**config.mk**
```make
export PLATFORM = sky130hd
export DESIGN_NAME = register_file
export DESIGN_NICKNAME = d
export VERILOG_FILES = /design/src/rtl/register_file.sv
export SDC_FILE = /design/constraint.sdc
export NUM_CORES = 2
export LEC_CHECK = 0
export CORE_UTILIZATION = 30
export DETAILED_ROUTE_END_ITERATION = 7
export PLACE_DENSITY = 0.41
export SLEW_MARGIN = 20
export SYNTH_ARGS = -nofsm -noshare
export SYNTH_HDL_FRONTEND = slang
export SYNTH_SLANG_ARGS = --single-unit
```
**constraint.sdc**
```tcl
create_clock -name clk -period 6.5 [get_ports clk]
set_input_delay 0.975 -clock clk [delete_from_list [all_inputs] [get_ports clk]]
set_output_delay 0.975 -clock clk [all_outputs]
set_load 0.05 [all_outputs]
```
**src/rtl/register_file.sv**
```systemverilog
// rtl/register_file.sv - 32-entry register file with writeback bypass and pending-write scoreboard
//
// Ports:
//   clk         - clock, all state updates on the rising edge
//   reset       - asynchronous active-low reset
//   rs1_i/rs2_i - read indices; rs1_used_i/rs2_used_i flag that decode consumes them
//   rs1data_o/rs2data_o - combinational read data, bypassed from writeback
//   issue_i/issue_we_i/issue_rd_i - instruction issuing from decode and its destination
//   regwren_i/rd_i/datawb_i       - writeback port
//   stall_o     - decode must hold; suppresses issue in the same cycle

module register_file #(
    parameter int                DWIDTH  = 32,
    parameter logic [DWIDTH-1:0] SP_INIT = 32'h0100_0000
) (
    input  logic              clk,
    input  logic              reset,
    input  logic [4:0]        rs1_i,
    input  logic [4:0]        rs2_i,
    input  logic              rs1_used_i,
    input  logic              rs2_used_i,
    output logic [DWIDTH-1:0] rs1data_o,
    output logic [DWIDTH-1:0] rs2data_o,
    input  logic              issue_i,
    input  logic              issue_we_i,
    input  logic [4:0]        issue_rd_i,
    input  logic              regwren_i,
    input  logic [4:0]        rd_i,
    input  logic [DWIDTH-1:0] datawb_i,
    output logic              stall_o
);

    logic [DWIDTH-1:0] regs [32];
    logic [1:0]        cnt  [32];

    logic [31:0] wr_vec;   // register written this cycle
    logic [31:0] dec_vec;  // counter decrements this cycle (never below 0)
    logic [31:0] inc_vec;  // counter increments this cycle
    logic        issue_eff;
    logic        hazard1;
    logic        hazard2;
    logic        overflow;

    always_comb begin
        wr_vec  = '0;
        dec_vec = '0;
        for (int i = 1; i < 32; i++) begin
            wr_vec[i]  = regwren_i && (rd_i == 5'(i));
            dec_vec[i] = wr_vec[i] && (cnt[i] != 2'd0);
        end
    end

    // A read source is still pending if its count stays nonzero after this
    // cycle's writeback is taken into account; the bypass supplies the data.
    always_comb begin
        hazard1  = 1'b0;
        hazard2  = 1'b0;
        overflow = 1'b0;
        if (rs1_used_i && (rs1_i != 5'd0))
            hazard1 = (cnt[rs1_i] - {1'b0, dec_vec[rs1_i]}) != 2'd0;
        if (rs2_used_i && (rs2_i != 5'd0))
            hazard2 = (cnt[rs2_i] - {1'b0, dec_vec[rs2_i]}) != 2'd0;
        // A fourth outstanding write would wrap the 2-bit counter.
        if (issue_i && issue_we_i && (issue_rd_i != 5'd0))
            overflow = (cnt[issue_rd_i] == 2'd3) && !wr_vec[issue_rd_i];
    end

    assign stall_o   = hazard1 || hazard2 || overflow;
    assign issue_eff = issue_i && issue_we_i && (issue_rd_i != 5'd0) && !stall_o;

    always_comb begin
        inc_vec = '0;
        for (int i = 1; i < 32; i++)
            inc_vec[i] = issue_eff && (issue_rd_i == 5'(i));
    end

    always_comb begin
        rs1data_o = '0;
        if (rs1_i != 5'd0)
            rs1data_o = wr_vec[rs1_i] ? datawb_i : regs[rs1_i];
    end

    always_comb begin
        rs2data_o = '0;
        if (rs2_i != 5'd0)
            rs2data_o = wr_vec[rs2_i] ? datawb_i : regs[rs2_i];
    end

    always_ff @(posedge clk or negedge reset) begin
        if (!reset) begin
            for (int i = 0; i < 32; i++)
                regs[i] <= (i == 2) ? SP_INIT : '0;
        end else begin
            for (int i = 1; i < 32; i++)
                if (wr_vec[i])
                    regs[i] <= datawb_i;
        end
    end

    always_ff @(posedge clk or negedge reset) begin
        if (!reset) begin
            for (int i = 0; i < 32; i++)
                cnt[i] <= 2'd0;
        end else begin
            for (int i = 1; i < 32; i++) begin
                if (inc_vec[i] && !dec_vec[i])
                    cnt[i] <= cnt[i] + 2'd1;
                else if (dec_vec[i] && !inc_vec[i])
                    cnt[i] <= cnt[i] - 2'd1;
            end
        end
    end

endmodule

```
# Yosys cells after proc, flatten, opt, wreduce, memory -nomap -nowiden
# Index checks and enable logic that the tools add are counted.
[op_classes] add_sub_neg=64 n_lt_le_gt_ge=6 eq_ne=63 muxes=94 bitwise=3 reduce_logical=294
[op_table] op="$bmux 32 s5" count=2
[op_table] op="$mux 32" count=8
[op_table] op="$logic_and 1x1->1" count=161
[op_table] op="$eq 5x5->1 const B" count=32
[op_table] op="$mux 2" count=68
[op_table] op="$reduce_bool 2->1" count=64
[op_table] op="$eq 5x4->1 const B" count=16
[op_table] op="$logic_not 1->1" count=64
[op_table] op="$add 2x1->2 const B" count=31
[op_table] op="$sub 2x1->2 const B" count=31
[op_table] op="$eq 5x3->1 const B" count=8
[op_table] op="$bmux 2 s5" count=3
[op_table] op="$bmux 1 s5" count=5
[op_table] op="$eq 5x2->1 const B" count=4
[op_table] op="$ge 6x6->1 const B" count=3
[op_table] op="$lt 5x6->1 const B" count=3
[op_table] op="$not 5->6" count=3
[op_table] op="$reduce_bool 5->1" count=3
[op_table] op="$eq 5x1->1 const B" count=2
[op_table] op="$mux 1" count=8
[op_table] op="$sub 2x1->2" count=2
[op_table] op="$eq 2x2->1 const B" count=1
[op_table] op="$logic_or 1x1->1" count=2
[totals] reg_bits=1054 elab_cells=586

# Longest topological paths before layout
[logic_depth] depth_word=17 ltp_mapped=16 mapped_depth_nobuf=12

# Worst setup path before layout
# Ideal clock, no wire load.
[synth_path] kind="input to output" startpoint="input port rs1_i[1]" endpoint="output port rs1data_o[21]" t_arrival_ns=3.932 required_ns=5.525 slack_ns=1.593 cell_stages=9 cell_sequence="buf_2 buf_2 buf_1 clkbuf_1 clkbuf_1 mux4_2 mux4_2 mux2i_1 o21ai_0"
[synth_between] elab_chain_cells=6
[synth_rtl] element="start, declared" line_no="18" rtl="input logic [4:0] rs1_i,"
[synth_rtl] element="$not 5->6 (implied by the code)" line_no="80" rtl="rs1data_o = wr_vec[rs1_i] ? datawb_i : regs[rs1_i];"
[synth_rtl] element="$bmux 32 s5" line_no="80"
[synth_rtl] element="$mux 32 (implied by the code) (2 in series)" line_no="80"
[synth_rtl] element="$mux 32" line_no="80"
[synth_rtl] element="$mux 32 (*)" line_no="79" rtl="if (rs1_i != 5'd0)"
[synth_rtl] element="end, declared" line_no="22" rtl="output logic [DWIDTH-1:0] rs1data_o,"
# Every way passes the cells marked *; elsewhere a longest branch is shown, timed or not. The select of a mux whose other input is x is not followed.

# Worst setup path after layout
[layout_path] startpoint="input port rd_i[0]" endpoint="output port rs1data_o[27]"
[layout_between] elab_chain_cells=6
[layout_rtl] element="start, declared" line_no="28" rtl="input logic [4:0] rd_i,"
[layout_rtl] element="$eq 5x1->1, or another cell as far along" line_no="48" rtl="wr_vec[i] = regwren_i && (rd_i == 5'(i));"
[layout_rtl] element="$logic_and 1x1->1" line_no="48"
[layout_rtl] element="$bmux 1 s5 (*)" line_no="80"
[layout_rtl] element="$mux 1 (implied by the code) (*)" line_no="80"
[layout_rtl] element="$mux 32 (*)" line_no="80"
[layout_rtl] element="$mux 32 (*)" line_no="79"
# Marked as above.

==> results by group <==
Run status
  • Outcome: complete, no violations

Synth
  • Mean instance size in the synthesized netlist: 14.19 sq um
  • Post-synth ARST share: 100.0%
  • Syn Nets: 4311
  • Predominant post-synthesis flop cell: dfrtp_1
  • Synth cell types: 78
  • Number of register bits inferred by synthesis: 1054
  • Share of synthesized area occupied by flip-flops and latches: 44.05%
  • Number of flops mapped to enable cells by yosys: 0
  • Cell area after synthesis: 59880 sq um
  • Yosys warnings: 34
  • Post-Syn Instances: 4221

Worst setup path
  • Largest delay share family, worst path: buffers and inverters
  • Critical path type: in -> out
  • Chain of cells forming the critical path: clkdlybuf4s50_1 > nor2_1 > o21ai_0 > nor2_1 > a31oi_1 > o31ai_1 > and2_4 > buf_4 > nand2_1 > o21ai_0 > clkdlybuf4s50_1
  • Crit path max-delay cell type: clkdlybuf4s50_1
  • Number of buffer and inverter stages on the critical path: 3
  • Worst Setup SP: rd_i[0]
  • Reg2reg start: cnt[16]
  • Required time at the endpoint of the critical path: 5.52 ns
  • CP Data Arrival Time: 4.60 ns
  • Number of cells on the critical path: 11
  • Crit end category: primary output
  • Startpoint Class: input pin
  • R2R cell count: 12
  • Slack of the worst reg-to-reg path: 2.50 ns
  • End of the critical path: rs1data_o[27]
  • Crit Reg-Reg Endpoint: cnt[25]
  • Maximum fanout along the worst path: 18
  • Critical Path Max Stage Delay: 0.83 ns

Layout
  • Multi-input logic area: 31900 sq um
  • Area used by sequential logic in the layout: 26380 sq um
  • Design area: 69140 sq um
  • Number of standard cells in the final layout excluding fillers: 6979
  • Layout Area Growth over Synthesis: 15.46%
  • Count of antenna diodes in the layout: 0
  • Share of post-route cells with drive strength above 1: 49.30%
  • Fill cell total of the finished layout: 19133
  • Most common cell after layout, fill and taps aside: dfrtp_1
  • Fin nets: 4323
  • Top library cells by usage in the layout, fill and taps aside: dfrtp_1, mux2_2, mux4_2, nand2_1, buf_4

Timing
  • Final setup viols: 0
  • Setup tns final: 0 ns
  • Relative slew slack: 18.83%
  • Worst Setup Slack, final: 0.9241 ns
  • Final Hold Vio Count: 0
  • Peak Freq: 179.3 MHz
  • Post-route minimum period: 5.576 ns
  • Share of the clock period used by the worst path after layout: 85.78%
  • Final worst clock skew: 0.02162 ns
  • Pins Over Slew Limit: 0
  • Setup repair after global routing missed its margin: no
  • Slew at the pin closest to its max-slew limit: 1.215 ns

Clock network
  • Setup bufs post-CTS: 0
  • Clock-pin slew on the worst setup and hold paths: 0.05 ns
  • Clock root buffer: clkbuf_16
  • CTS Buf Count: 136
  • Worst skew pair latency: 0.78 ns
  • Bufs on Longest Clock Path: 3
  • Cts repair resizes: 0
  • Hold buffer count at CTS: 0
  • TritonCTS clock tree: yes
  • H-Tree Depth: 4
  • Number of sinks handled by clock tree synthesis: 1054

Pwr
  • Power per cell area: 320.8 nW/um^2
  • Internal cell power: 15.48 mW
  • Total design power: 22.18 mW
  • Portion of total power attributed to sequential cells: 41.1%
  • Net Sw Frac: 30.21%
  • Worst-case vdd ir drop: 0.0002882 V
  • Leakage power total: 29.25 nW
  • Clock network power share: 34.4%
  • Fraction of power consumed by combinational cells: 24.5%
  • Total net switching power: 6.700 mW

GRT
  • Pin count of the biggest net entering global routing: 144
  • Via count of the first global-routing pass: 40707
  • Total global routing track utilization: 22.06%
  • Global-route wire length before repair: 320.1 mm
  • Antenna violations before repair: 7
  • Aggregate global routing overflow: 0

Floorplan
  • Area enclosed by the die boundary: 201400 sq um
  • Vert. Die Dim: 448.8 microns
  • Die boundary width: 448.8 microns
  • Io pins: 124
  • Core Box Area: 197800 sq um
  • Initial cell density of the core: 30.27%
  • Number of placement rows: 163

Routing
  • Drt first-iter violations: 2837
  • Final ANT Viol Nets: 0
  • Total wire length: 222.2 mm
  • Remaining design rule violation count: 0
  • Total iterations of the first detailed-routing run: 5
  • WL/cell: 31.84 microns
  • DR vias: 38741
  • Ratio of routed vias to standard cells: 5.551

Placement
  • Post-detailed-placement cell area: 64660 sq um
  • Weighted congestion at the end of routability-driven global placement: 0.8374
  • Post-Place Worst Slack: 0.9319 ns
  • Final HPWL from detailed placement: 127.9 mm
  • Port bufs: 123
  • DP Cell Count: 6735

Run
  • Count of maximum capacitance violations: 0

Min path
  • Hold/Removal Path Class: in -> async
==> worst min-delay path by stage <==
stage / depth (start not counted) / slack [ns] / to / from
2_1_floorplan: 2 / 0.46 / regs[672] / regs[672]
3_3_place_gp: 2 / 0.47 / regs[698] / regs[698]
3_5_place_dp: 2 / 0.48 / regs[693] / regs[693]
4_1_cts: 1 / 0.29 / regs[349] / reset
5_1_grt: 1 / 0.32 / regs[150] / reset
6_report: 1 / 0.29 / regs[214] / reset
==> cell usage after synthesis (all sizes together) (31+ instances only) <==
| cell | number | share of area (%) |
|---|---|---|
| dfrtp | 1053 | 44 |
| mux2 | 967 | 18 |
| mux4 | 617 | 23 |
| nand2 | 391 | 2.5 |
| clkbuf | 293 | 1.8 |
| buf | 155 | 1.2 |
| nor2 | 106 | 0.67 |
| o21ai | 92 | 0.77 |
| a22o | 65 | 0.95 |
| xor2 | 65 | 0.95 |
| mux2i | 64 | 1.1 |
| nand3 | 50 | 0.42 |
| nor3 | 47 | 0.64 |
| xnor2 | 36 | 0.53 |
| ha | 31 | 0.65 |
==> cell families (layout without fill, tap and decap cells) <==
| logic type | count (synthesis) | count (layout) | synth area share, % |
|---|---|---|---|
| muxes | 1648 | 1648 | 42.46 |
| DFF | 1054 | 1054 | 44.05 |
| and+or+nand+nor | 679 | 679 | 5.286 |
| buffers and inverters | 462 | 580 | 3.159 |
| AOI/OAI and AO/OA | 246 | 246 | 2.919 |
| xor gates and xnor gates | 101 | 101 | 1.477 |
| adders and majority gates | 31 | 31 | 0.6477 |
==> layout make-up <==
class,count,area share [%]
Multi-Input combinational cell,2705,46.14
Clock inverter,35,0.4922
Timing Repair Buffer,322,4.332
Inverter,14,0.09772
Tap cell,2640,4.778
Clock buffer,209,6.010
Sequential cell,1054,38.15
==> power groups by stage <==
stage	combinational (mW)	sequential (mW)	clock, mW
CTS	5.49	9.10	7.86
global placement	5.43	9.17	0
global route	5.78	9.35	8.11
finish	5.42	9.13	7.63
floorplan	4.11	8.75	0
detailed placement	5.47	9.21	0
==> stage by stage <==
stage          utilization [%]  hold slack [ns]
4_1_cts                  34.96           0.2938
2_1_floorplan                -           0.4573
5_1_grt                  34.95           0.3247
6_report                 34.95           0.2907
3_3_place_gp             32.68           0.4697
3_5_place_dp             32.68           0.4796
==> registers in the layout (all words and copies together) (netlist names) <==
signal  count
regs      992
cnt        62
==> layer usage <==
| metal | up-vias | global-route usage [%] | share of wire, % |
|---|---|---|---|
| li1 | 16124 | - | - |
| met1 | 21359 | 30.59 | 45 |
| met2 | 940 | 35.69 | 48 |
| met3 | 318 | 2.874 | 3.9 |
| met4 | 0 | 7.082 | 3.1 |
| met5 | - | 0 | 0 |
Power figures use the tool's default switching activity.
